File: src/rtl/sap_1_controller_sequencer.sv
// -----------------------------------------------------------------------------
// sap_1_controller_sequencer
//
// Purpose: SAP-1 controller/sequencer. A six-state one-hot ring counter
// (T1..T6) steps through fetch (T1-T3) and execute (T4-T6). The 12-bit
// control word is decoded combinationally from the ring state, the halt
// flag and the decoded opcode lines. Executing HLT freezes the ring at T4
// until reset.
//
// Ports:
//   clk      in   1   rising-edge clock
//   rst_n    in   1   asynchronous active-low reset
//   LDA      in   1   decoded opcode 0000
//   ADD      in   1   decoded opcode 0001
//   SUB      in   1   decoded opcode 0010
//   OUT      in   1   decoded opcode 1110
//   HLT      in   1   decoded opcode 1111
//   t_state  out  6   one-hot ring state, bit0 = T1 ... bit5 = T6
//   con      out  12  {Cp, Ep, Lm_n, CE_n, Li_n, Ei_n, La_n, Ea, Su, Eu, Lb_n, Lo_n}
//   halted   out  1   set once HLT has executed
// -----------------------------------------------------------------------------
module sap_1_controller_sequencer (
    input  logic        clk,
    input  logic        rst_n,
    input  logic        LDA,
    input  logic        ADD,
    input  logic        SUB,
    input  logic        OUT,
    input  logic        HLT,
    output logic [5:0]  t_state,
    output logic [11:0] con,
    output logic        halted
);

    typedef enum logic [5:0] {
        StT1 = 6'b000001,
        StT2 = 6'b000010,
        StT3 = 6'b000100,
        StT4 = 6'b001000,
        StT5 = 6'b010000,
        StT6 = 6'b100000
    } tstate_e;

    typedef enum logic [2:0] {
        OpNop,
        OpLda,
        OpAdd,
        OpSub,
        OpOut,
        OpHlt
    } op_e;

    // Control words, all active-low strobes deasserted in ConIdle.
    localparam logic [11:0] ConIdle   = 12'h3E3;
    localparam logic [11:0] ConFetch1 = 12'h5E3;  // Ep, Lm_n
    localparam logic [11:0] ConFetch2 = 12'hBE3;  // Cp
    localparam logic [11:0] ConFetch3 = 12'h263;  // CE_n, Li_n
    localparam logic [11:0] ConAddrIr = 12'h1A3;  // Ei_n, Lm_n
    localparam logic [11:0] ConLdaT5  = 12'h2C3;  // CE_n, La_n
    localparam logic [11:0] ConLoadB  = 12'h2E1;  // CE_n, Lb_n
    localparam logic [11:0] ConAddT6  = 12'h3C7;  // Eu, La_n
    localparam logic [11:0] ConSubT6  = 12'h3CF;  // Su, Eu, La_n
    localparam logic [11:0] ConOutT4  = 12'h3F2;  // Ea, Lo_n

    tstate_e     r_t_state;
    logic        r_halted;
    op_e         w_op;
    logic [11:0] w_con;

    // Opcode priority resolution: HLT > OUT > SUB > ADD > LDA.
    always_comb begin
        w_op = OpNop;
        if (HLT)      w_op = OpHlt;
        else if (OUT) w_op = OpOut;
        else if (SUB) w_op = OpSub;
        else if (ADD) w_op = OpAdd;
        else if (LDA) w_op = OpLda;
    end

    // Ring counter and halt flag. Any non-one-hot state falls into the
    // default arm and recovers to T1.
    always_ff @(posedge clk or negedge rst_n) begin
        if (!rst_n) begin
            r_t_state <= StT1;
            r_halted  <= 1'b0;
        end else if (!r_halted) begin
            case (r_t_state)
                StT1: r_t_state <= StT2;
                StT2: r_t_state <= StT3;
                StT3: r_t_state <= StT4;
                StT4: begin
                    if (w_op == OpHlt) r_halted  <= 1'b1;  // ring stays at T4
                    else               r_t_state <= StT5;
                end
                StT5: r_t_state <= StT6;
                StT6: r_t_state <= StT1;
                default: r_t_state <= StT1;
            endcase
        end
    end

    // Control word decode. Reset is folded in so con is idle for the whole
    // reset pulse, not just after the flops settle.
    always_comb begin
        w_con = ConIdle;
        if (rst_n && !r_halted) begin
            case (r_t_state)
                StT1: w_con = ConFetch1;
                StT2: w_con = ConFetch2;
                StT3: w_con = ConFetch3;
                StT4: begin
                    case (w_op)
                        OpLda, OpAdd, OpSub: w_con = ConAddrIr;
                        OpOut:               w_con = ConOutT4;
                        default:             w_con = ConIdle;
                    endcase
                end
                StT5: begin
                    case (w_op)
                        OpLda:        w_con = ConLdaT5;
                        OpAdd, OpSub: w_con = ConLoadB;
                        default:      w_con = ConIdle;
                    endcase
                end
                StT6: begin
                    case (w_op)
                        OpAdd:   w_con = ConAddT6;
                        OpSub:   w_con = ConSubT6;
                        default: w_con = ConIdle;
                    endcase
                end
                default: w_con = ConIdle;
            endcase
        end
    end

    assign t_state = r_t_state;
    assign halted  = r_halted;
    assign con     = w_con;

endmodule

File: config.mk
export PLATFORM = sky130hd
export DESIGN_NAME = sap_1_controller_sequencer
export DESIGN_NICKNAME = d
export VERILOG_FILES = /design/src/rtl/sap_1_controller_sequencer.sv
export SDC_FILE = /design/constraint.sdc
export NUM_CORES = 1
export LEC_CHECK = 0
export ABC_CLOCK_PERIOD_IN_PS = 5400
export CORE_UTILIZATION = 40
export CTS_BUF_LIST = sky130_fd_sc_hd__clkbuf_2 sky130_fd_sc_hd__clkbuf_4 sky130_fd_sc_hd__clkbuf_8
export CTS_CLUSTER_DIAMETER = 120
export DETAILED_ROUTE_END_ITERATION = 8
export MAX_ROUTING_LAYER = met4
export PLACE_DENSITY = 0.75
export SLEW_MARGIN = 10
export SYNTH_ARGS = -nofsm -noshare
export SYNTH_HDL_FRONTEND = slang
export SYNTH_SLANG_ARGS = --single-unit
File: constraint.sdc
create_clock -name clk -period 5.4 [get_ports clk]
set_input_delay 1.08 -clock clk [delete_from_list [all_inputs] [get_ports clk]]
set_output_delay 1.08 -clock clk [all_outputs]
set_load 0.02 [all_outputs]
Word level (Yosys, flattened, before mapping)

Cells that the tools add are included.

Register bits after elaboration: 7
Word-level logic and storage cells: 35

Eq/ne operators: 12
Multiplexer cells: 15
Bitwise gates (word level): 1
Reductions and logical operators: 5

Operators with widths:

| kind               | count |
|---|---|
| $pmux 12 s6        | 1 |
| $pmux 6 s5         | 1 |
| $pmux 10 s2        | 1 |
| $pmux 9 s2         | 1 |
| $mux 12            | 1 |
| $pmux 6 s2         | 1 |
| $eq 3x2->1 const B | 2 |
| $eq 3x3->1 const B | 2 |
| $eq 6x1->1 const B | 1 |
| $eq 6x2->1 const B | 1 |
| $eq 6x3->1 const B | 1 |
| $eq 6x4->1 const B | 1 |
| $eq 6x5->1 const B | 1 |
| $eq 6x6->1 const B | 1 |
| $mux 3             | 2 |
| $mux 6             | 1 |
| $mux 1             | 4 |
| $mux 2             | 2 |
| $eq 3x1->1 const B | 1 |
| $reduce_or 3->1    | 1 |
| $ne 2x2->1 const B | 1 |
| $reduce_and 2->1   | 1 |
| $reduce_or 2->1    | 1 |
| $logic_and 1x1->1  | 1 |
| 2 further kinds    | 2 |

Longest topological paths before layout

Gate-level depths: netlist of the first run.

Word-level depth: 10
Mapped depth: 6

Worst setup path before layout of the first run

OpenSTA, ideal clock, no wires.

Path type: input to output
Start: input port rst_n
End: output port con[3]
Data arrival time: 2.169 ns
Data required time: 4.320 ns
Slack: 2.151 ns
Cell stages on the path: 3
Path buffers: 0
Cells stage by stage: nand2b_1 -> or4_1 -> nor3b_1

Longest elaborated chain between the ends: 2

Ends and longest elaborated chain:

| item              | line | RTL |
|---|---|---|
| from (decl)       | 24   | `input logic rst_n,` |
| $logic_and 1x1->1 | 106  | `if (rst_n && !r_halted) begin` |
| $mux 12           | 106  |  |
| to (decl)         | 31   | `output logic [11:0] con,` |

Every way passes these cells.

Final worst setup path of the first run

Ends and elaborated chain as after synthesis.

==> impl_results.md, run 1 <==
- R2r endpoint: t_state[3]$_DFFE_PN0P_
- N_diodes: 0
- Die width: 42.18 um
- Detail Placement HPWL: 1283 um
- Post-synth EDFFs: 0
- GRT overflow: 0
- Reg2Reg Depth: 4
- Drt first pass iters: 4
- Final Setup Violations: 0
- Die height: 42.18 um
- Violation count after the first detailed-routing iteration: 20
- P_leak: 0.3437 nW
- Register area share after synthesis: 0.2733
- Final GP Congestion: 0.7845
- Area growth syn-to-layout: 41.47%
- Critical path launch point type: input port
- Period minus WS final: 4.322 ns
- Share of cells above drive strength 1: 0.1143
- Clk slew on worst S/H paths: 0.05 ns
- IO Pins: 26
- CP endpoint: con[3]
- Sinks on Clock Net: 7
- Vias in the first global route: 561
- Slew headroom: 0.7185
- DR DRC count: 0
- Status: finished clean
- Critical Path AT: 3.24 ns
- Clock Tree Buf Depth: 2
- Setup WS pre-CTS: 1.064 ns
- First-pass GRT wire length: 2691 um
- Register Area: 176.4 um^2
- Mapped Nets: 89
- Synth Flop Type: dfrtp_1
- H-tree depth: 1
- Worst Setup End Kind: primary output
- Postcts setup bufs: 0
- Via density: 5.752
- I/O Buffers: 25
- Peak supply drop: 0.2956 mV
- Antenna viol nets, final: 0
- Post-Route WL: 1704 um
- Final Hold Vio Count: 0
- Avg WL per Cell: 14.08 um
- Ys async rst share: 1.000
- Crit path kind: in2out
- Cell Pwr Density: 560.4 mW/mm^2
- Post-CTS Hold Buffers: 0
- Critical Path RT: 4.32 ns
- Post-synthesis cell count: 82
- RSZ-0062 raised after global routing: no
- Inserted Clock Buffers: 3
- Worst Max-Slew Pin Slew: 0.4223 ns
- Register bit total from synthesis: 7
- Die area: 0.001779 mm^2
- Critical Path Start: rst_n
- Core box area: 0.001506 mm^2
- Distinct cell type count after synthesis: 37
- Max cap viols: 0
- Setup WS post-layout: 1.078 ns
- Final Skew: 0.001341 ns
- Synth Cell Area: 645.6 um^2
- Nets: 113
- Max-slew violation count: 0
- Starting density of the core: 0.4286
- Crit-path max FO: 9
- Initial antenna violation count: 0
- Multi-input logic area: 432.9 um^2
- Root Buffer: clkbuf_4
- Warnings from Yosys: 0
- Setup TNS Final: 0 ns
- Hold WC Path Type: reg2reg
- R2R setup slack: 3.46 ns
- Syn Area/Cell: 7.873 um^2
- Total power: 0.0005118 W
- CTS tree: built
- # fillers: 142
- Largest net degree at the start of global routing: 13
- Resized cells post-CTS: 0
- Achievable Freq: 231.4 MHz
- Worst-Skew Late Latency: 0.25 ns
- Reg2reg start: t_state[1]$_DFFE_PN0P_
- DR vias: 696
- Final worst path period share: 0.8003
- Hold Crit Start: t_state[5]$_DFFE_PN0P_
- # rows: 14
- GRT Total Usage: 0.2000
## metrics by stage
stage,utilization,area (um^2),hold slack (ns),std cells
3_5_place_dp,0.5864,883.3,0.6394,117
6_report,0.6063,913.4,0.6436,121
4_1_cts,0.6063,913.4,0.6442,121
2_1_floorplan,-,645.6,0.6829,82
5_1_grt,0.6063,913.4,0.6857,121
3_3_place_gp,0.5864,883.3,0.6367,117
## synth_stat cells, drive strengths merged (2+ instances only)
cell type  count  area [um^2]
buf            3        21.27
clkbuf         3        11.26
dfrtp          6        150.1
nand2          7        26.28
nand3          3        15.01
nor2          10        37.54
nor2b          3        18.77
nor3           4        20.02
nor3b          3        27.52
o211ai         3        22.52
o21ai          9        45.04
or3            4        25.02
or4            2        18.77
xor2           3        26.28
## power by group
| group | total (W) | switching (W) | internal (W) | leakage (nW) |
|---|---|---|---|---|
| Sequential | 0.000138 | 0.0000616 | 0.0000766 | 0.0886 |
| Combinational | 0.000320 | 0.000164 | 0.000156 | 0.237 |
| Clock | 0.0000536 | 0.0000203 | 0.0000333 | 0.0184 |
## final cells by class
type | count | share of cell area
Clock buffer | 4 | 0.03288
Inverter | 1 | 0.004110
Multi-Input combinational cell | 68 | 0.4740
Sequential cell | 7 | 0.1932
Tap cell | 16 | 0.02192
Timing Repair Buffer | 25 | 0.2740
## layout by cell type, fill, tap and decap left out
cell type	instances
or4b_1	1
a32o_1	1
o211ai_1	3
nand2b_1	1
a21oi_2	1
nand3_1	3
xor2_1	3
and2_1	1
or2_2	1
o22a_1	1
clkbuf_4	4
or3_1	4
o31a_1	1
nor3_1	4
and3_1	1
inv_2	1
nor3b_2	1
nand4b_1	1
dfstp_2	1
nor4b_2	1
dfrtp_1	6
nor2_1	10
nand2_1	7
a221oi_1	1
or4_4	1
o21ai_0	4
nor2b_1	3
or4_1	1
o21ai_1	5
o211a_1	1
nand4_1	1
o22ai_1	1
mux2_4	1
nor3b_1	2
clkdlybuf4s50_1	25
or3b_1	1
## worst max-delay path, stage by stage
cell and delay, ns:
clkdlybuf4s50_1 0.68, nand2b_1 0.14, or4_1 0.51, nor3b_1 0.20, clkdlybuf4s50_1 0.63
## state kept, by name, indices dropped and copies added (netlist names)
signal	cells
t_state	6
halted	1
## per-layer routing
layer	GRT usage	wire (um)	vias up
li1	-	-	349
met1	0.3207	836	333
met2	0.2677	799	14
met3	0.03879	68	0
met4	0.01875	0	0
met5	-	0	-
## worst min-delay path by stage
stage                        endpoint  slack, ns  cells after the start
2_1_floorplan  t_state[5]$_DFFE_PN0P_       0.68                      2
3_3_place_gp   t_state[5]$_DFFE_PN0P_       0.64                      2
3_5_place_dp   t_state[5]$_DFFE_PN0P_       0.64                      2
4_1_cts        t_state[5]$_DFFE_PN0P_       0.64                      2
5_1_grt        t_state[5]$_DFFE_PN0P_       0.69                      2
6_report       t_state[5]$_DFFE_PN0P_       0.64                      2
## cell families (layout without fill, tap and decap cells)
| group | Yosys count | count (layout) | share of synthesized area |
|---|---|---|---|
| DFF | 7 | 7 | 0.2733 |
| and+or+nand+nor | 45 | 45 | 0.4070 |
| muxes | 1 | 1 | 0.02325 |
| buffers and inverters | 7 | 30 | 0.05619 |
| xor gates and xnor gates | 3 | 3 | 0.04071 |
| AOI/OAI and AO/OA | 19 | 19 | 0.1996 |
Power figures use the tool's default switching activity.
==> inputs of run 2 (changes only) <==
- ABC_CLOCK_PERIOD_IN_PS: 5400 -> 4100
- clock period: 5.4 -> 4.1 ns (I/O delays scaled with it)
==> impl_results.md, run 2 (synthesized netlist as in run 1, its figures left out) <==
- Status: finished clean
- Hold WC Path Type: reg2reg
- Reg2Reg Depth: 4 (unchanged)
- N_diodes: 0 (unchanged)
- R2r endpoint: t_state[3]$_DFFE_PN0P_
- Peak supply drop: 0.3938 mV (+33%)
- DR DRC count: 0 (unchanged)
- Setup TNS Final: 0 ns (unchanged)
- CP endpoint: con[1]
- Critical Path RT: 3.28 ns (-1.04 ns)
- Sinks on Clock Net: 7 (unchanged)
- Detail Placement HPWL: 1323 um (+3.1%)
- Inserted Clock Buffers: 3 (unchanged)
- GRT Total Usage: 0.2037 (+0.003687)
- Worst Max-Slew Pin Slew: 0.4132 ns (-0.009161 ns)
- Drt first pass iters: 6 (+2)
- IO Pins: 26 (unchanged)
- Final Skew: 0.007464 ns (+0.006123 ns)
- Cell Area, Placed: 890.9 um^2 (+0.85%)
- Max-slew violation count: 0 (unchanged)
- Critical Path AT: 2.78 ns (-0.46 ns)
- Commonest non-fill, non-tap cell in the layout: clkdlybuf4s50_1
- Post-Route WL: 1737 um (+1.9%)
- Max cap viols: 0 (unchanged)
- Die height: 42.18 um (unchanged)
- First-pass GRT wire length: 2725 um (+1.3%)
- Root Buffer: clkbuf_4
- Largest register FFs: 6 (unchanged)
- Design area: 920.9 um^2 (+0.82%)
- Critical Path Start: rst_n
- Slew headroom: 0.7246 (+0.006108)
- I/O Buffers: 25 (unchanged)
- Vias in the first global route: 625 (+11%)
- Final Setup Violations: 0 (unchanged)
- Avg WL per Cell: 14.24 um (+1.1%)
- Worst-Skew Late Latency: 0.25 ns (about the same)
- Achievable Freq: 278.0 MHz
- Period minus WS final: 3.597 ns
- Die width: 42.18 um (unchanged)
- Largest net degree at the start of global routing: 13 (unchanged)
- Critical path launch point type: input port
- GRT overflow: 0 (unchanged)
- Initial antenna violation count: 0 (unchanged)
- Worst Setup End Kind: primary output
- Worst hold slack: 0.6560 ns (+0.01244 ns)
- Postcts setup bufs: 0 (unchanged)
- Resized cells post-CTS: 0 (unchanged)
- Die area: 0.001779 mm^2 (unchanged)
- Cell breakdown of the critical path: clkdlybuf4s50_1, nor2b_1, nand2_1, or4b_1, clkdlybuf4s50_1
- P_leak: 0.3485 nW (+1.4%)
- CTS tree: built
- Reg2reg start: t_state[1]$_DFFE_PN0P_
- Nets: 114 (+0.88%)
- Final cell count without fillers: 122 (+0.83%)
- Final worst path period share: 0.8773
- CP max stage delay: 0.55 ns (-0.13 ns)
- Crit path kind: in2out
- Clk slew on worst S/H paths: 0.05 ns (about the same)
- Via density: 6.033 (+4.9%)
- Crit-path max FO: 5 (-4)
- Final Hold Vio Count: 0 (unchanged)
- Post-CTS Hold Buffers: 0 (unchanged)
- DR vias: 736 (+5.7%)
- Clock Tree Buf Depth: 2 (unchanged)
- Most frequent cells in the layout: 25 x clkdlybuf4s50_1, 10 x nor2_1, 7 x nand2_1
- Violation count after the first detailed-routing iteration: 28 (+40%)
- Final GP Congestion: 0.7947 (+1.3%)
- Crit-path slowest cell: clkdlybuf4s50_1
- Placed instance count: 118 (+0.85%)
- Area growth syn-to-layout: 42.64%
- Share of cells above drive strength 1: 0.1226 (+0.008356)
- Antenna viol nets, final: 0 (unchanged)
- RSZ-0062 raised after global routing: no
- Cell mode on critical path: clkdlybuf4s50_1
- H-tree depth: 1 (unchanged)
- # rows: 14 (unchanged)
- Core box area: 0.001506 mm^2 (unchanged)
- R2R setup slack: 2.20 ns (-1.26 ns)
- Cell Pwr Density: 733.1 mW/mm^2 (+31%)
- Starting density of the core: 0.4286 (unchanged)
## run 2: how the worst min path moves through the flow
stage | slack (ns) | cells after the start | startpoint | to
final | 0.66 | 2 | halted$_DFF_PN0_ | t_state[1]$_DFFE_PN0P_
after global routing | 0.68 | 1 | t_state[0]$_DFFE_PN1P_ | t_state[0]$_DFFE_PN1P_
after CTS | 0.66 | 1 | t_state[0]$_DFFE_PN1P_ | t_state[0]$_DFFE_PN1P_
after detailed placement | 0.65 | 1 | t_state[0]$_DFFE_PN1P_ | t_state[0]$_DFFE_PN1P_
after global placement | 0.64 | 2 | t_state[5]$_DFFE_PN0P_ | t_state[5]$_DFFE_PN0P_
after floorplan | 0.52 | 0 | rst_n | halted$_DFF_PN0_
## run 2: worst max-delay path: cells and delay by family
kind | cells | cell delay [ns]
buffers and inverters | 2 | 1.06
AND/OR/NAND/NOR | 3 | 0.90
## run 2: power breakdown
group | internal, W | switching (W) | leakage [nW]
Sequential | 0.000101 | 0.0000831 | 0.0886
Clock | 0.0000436 | 0.0000240 | 0.0184
Combinational | 0.000206 | 0.000218 | 0.241
Total | 0.000350 | 0.000325 | 0.348
## run 2: layout make-up
cell class / instances / area (um^2)
Multi-Input combinational cell: 68 / 432.9
Inverter: 1 / 3.754
Sequential cell: 7 / 176.4
Fill cell: 137 / 585.6
Clock buffer: 4 / 30.03
Tap cell: 16 / 20.02
Timing Repair Buffer: 26 / 257.7
## run 2: metrics by stage
stage	worst slack, ns	total power (W)	util
finish	0.5030	0.0006751	0.6113
global route	0.4058	0.0007244	0.6113
CTS	0.5120	0.0006762	0.6113
detailed placement	0.5162	0.0006061	0.5914
global placement	0.5357	0.0005970	0.5914
floorplan	1.303	0.0004649	-
## run 2: per-layer routing
layer | share of wire | vias to the layer above | track usage
met2 | 0.47 | 33 | 0.3015
met3 | 0.056 | 2 | 0.03879
met5 | 0 | - | -
li1 | - | 351 | -
met1 | 0.46 | 350 | 0.2826
met4 | 0.0075 | 0 | 0.06250
==> inputs of run 3 (changes only) <==
- ABC_AREA: not set -> 1
- GPL_ROUTABILITY_DRIVEN: not set -> 0
- PLACE_DENSITY: 0.75 -> 0.76
==> impl_results.md, run 3 <==
- Status: finished clean
- Multi-input logic area: 361.6 um^2 (-16%)
- Worst Max-Slew Pin Slew: 0.3347 ns (-0.07843 ns)
- # fillers: 126 (-8.0%)
- RSZ-0062 raised after global routing: no
- Cell breakdown of the critical path: clkdlybuf4s50_1, nor2_1, o21ai_1, or2_1, nor4_1, clkdlybuf4s50_1
- N_diodes: 0 (unchanged)
- Critical Path AT: 2.65 ns (-0.13 ns)
- Post-Route WL: 1582 um (-8.9%)
- Design area: 908.4 um^2 (-1.4%)
- Inserted Clock Buffers: 3 (unchanged)
- CTS tree: built
- Core box area: 0.001350 mm^2 (-10%)
- H-tree depth: 1 (unchanged)
- Peak supply drop: 0.1636 mV (-58%)
- Count leader, synth: nand2_1
- Antenna viol nets, final: 0 (unchanged)
- Final Setup Violations: 0 (unchanged)
- Register bit total from synthesis: 7 (unchanged)
- Yosys top cell area share: 0.2495 (+0.01692)
- Synth top area cells: dfrtp_1 25%, nand2_1 11%, nand3_1 8.3%
- Violation count after the first detailed-routing iteration: 17 (-39%)
- Vias in the first global route: 522 (-16%)
- Share of cells above drive strength 1: 0.1371 (+0.01446)
- Synth cell count leaders: 18 x nand2_1, 13 x inv_1, 13 x nor2_1, 10 x nand3_1, 7 x o21ai_0
- Detail Placement HPWL: 1311 um (-0.92%)
- Post-CTS Hold Buffers: 0 (unchanged)
- DR DRC count: 0 (unchanged)
- Slew headroom: 0.7745 (+0.04993)
- Crit-path slowest cell: clkdlybuf4s50_1
- DR vias: 704 (-4.3%)
- Largest net degree at the start of global routing: 11 (-2)
- Avg WL per Cell: 11.38 um (-20%)
- I/O Buffers: 25 (unchanged)
- Crit-path max FO: 4 (-1)
- Cell Area, Placed: 878.3 um^2 (-1.4%)
- Cell Pwr Density: 165.2 mW/mm^2 (-77%)
- Post-synth EDFFs: 0 (unchanged)
- Drt first pass iters: 4 (-2)
- Critical path launch point type: input port
- Critical Path RT: 3.28 ns (about the same)
- Mapped Nets: 101 (+13%)
- First-pass GRT wire length: 2159 um (-21%)
- Sinks on Clock Net: 7 (unchanged)
- P_leak: 0.4138 nW (+19%)
- Register Area: 176.4 um^2 (unchanged)
- Final worst path period share: 0.8471 (-0.03024)
- Post-synthesis cell count: 94 (+15%)
- Die width: 40.79 um (-3.3%)
- Max-slew violation count: 0 (unchanged)
- Yosys top cell by area: dfrtp_1
- Most frequent cells in the layout: 25 x clkdlybuf4s50_1, 18 x nand2_1, 13 x nor2_1, 13 x inv_1, 10 x nand3_1
- Worst Setup End Kind: primary output
- Final Skew: 0.002354 ns (-0.005110 ns)
- Syn Area/Cell: 6.402 um^2 (-19%)
- CP max stage delay: 0.65 ns (+0.10 ns)
- Die area: 0.001664 mm^2 (-6.5%)
- Nets: 132 (+16%)
- Resized cells post-CTS: 0 (unchanged)
- Cell mode on critical path: clkdlybuf4s50_1
- Root Buffer: clkbuf_4
- Clock Tree Buf Depth: 2 (unchanged)
- Via density: 5.065 (-16%)
- GRT overflow: 0 (unchanged)
- # rows: 13 (-1)
- Distinct cell type count after synthesis: 21 (-43%)
- IO Pins: 26 (unchanged)
- Achievable Freq: 287.9 MHz (+3.6%)
- Largest register FFs: 6 (unchanged)
- Hold WC Path Type: reg2reg
- Area growth syn-to-layout: 50.94%
- Synth Flop Type: dfrtp_1
- Initial antenna violation count: 0 (unchanged)
- GRT Total Usage: 0.2058 (+0.002094)
- Max cap viols: 0 (unchanged)
- Period minus WS final: 3.473 ns (-0.1240 ns)
- Commonest non-fill, non-tap cell in the layout: clkdlybuf4s50_1
- Postcts setup bufs: 0 (unchanged)
- Setup TNS Final: 0 ns (unchanged)
- Starting density of the core: 0.4458 (+0.01721)
- Warnings from Yosys: 0 (unchanged)
- Register area share after synthesis: 0.2931 (+0.01988)
- Final Hold Vio Count: 0 (unchanged)
- Synth Cell Area: 601.8 um^2 (-6.8%)
- Crit path kind: in2out
- Die height: 40.79 um (-3.3%)
- Clk slew on worst S/H paths: 0.05 ns (about the same)
- Worst-Skew Late Latency: 0.25 ns (about the same)
- Ys async rst share: 1.000 (unchanged)
==> run 3: cell types whose count changed after synthesis, moves of 4 or more <==
cell and change:
nand3_1 +7, inv_1 +13, nand2_1 +11, or3_1 -4, a21oi_1 +4, o21ai_1 -4
==> run 3: where the power goes <==
| part | switching [W] | internal [W] |
|---|---|---|
| registers | 0 | 0.0000693 |
| logic | 0.00000598 | 0.00000686 |
| clock network | 0.0000243 | 0.0000437 |
| total | 0.0000302 | 0.000120 |
==> run 3: through the flow <==
step           instances  hold WS, ns  utilization  setup WS [ns]  total power (W)
2_1_floorplan         94       0.5244            -          1.414       0.00007310
6_report             139       0.5171       0.6728         0.6269        0.0001500
4_1_cts              139       0.5182       0.6728         0.6501        0.0001524
3_5_place_dp         135       0.5103       0.6506         0.6515       0.00008315
5_1_grt              139       0.5408       0.6728         0.5254        0.0001608
3_3_place_gp         135       0.5075       0.6506         0.6773       0.00008295
==> run 3: layout make-up <==
class / count / share of cell area
Clock buffer: 4 / 0.03306
Timing Repair Buffer: 26 / 0.2837
Sequential cell: 7 / 0.1942
Tap cell: 15 / 0.02066
Inverter: 17 / 0.07025
Multi-Input combinational cell: 70 / 0.3981
==> run 3: path summary, 6_finish.rpt <==
| path | cells after the start | slack (ns) | startpoint | end |
|---|---|---|---|---|
| max | 6 | 0.63 | HLT | con[3] |
| min | 2 | 0.52 | t_state[0]$_DFFE_PN1P_ | t_state[0]$_DFFE_PN1P_ |
| max reg2reg | 7 | 2.73 | t_state[1]$_DFFE_PN0P_ | t_state[5]$_DFFE_PN0P_ |
| min reg2reg | 2 | 0.52 | t_state[0]$_DFFE_PN1P_ | t_state[0]$_DFFE_PN1P_ |
| max in group asynchronous | 2 | 2.97 | rst_n | t_state[0]$_DFFE_PN1P_ |
| min in group asynchronous | 2 | 0.92 | rst_n | t_state[2]$_DFFE_PN0P_ |
==> run 3: routing by layer <==
metal | GRT usage | vias to the layer above | wire length [um]
li1 | - | 368 | -
met1 | 0.2623 | 317 | 746
met2 | 0.3125 | 19 | 766
met3 | 0.08152 | 0 | 69
met4 | 0.02500 | 0 | 0
met5 | - | - | 0
==> run 3: critical path, delay by kind of cell <==
family	cells	cell delay, ns
buf+inv	2	1.15
simple gates	3	0.58
compound gates	1	0.11
==> run 3: logic make-up after synthesis <==
group / count (synthesis) / synth area share
buf+inv: 17 / 0.1060
flops: 7 / 0.2931
simple gates: 57 / 0.4886
compound gates: 13 / 0.1123
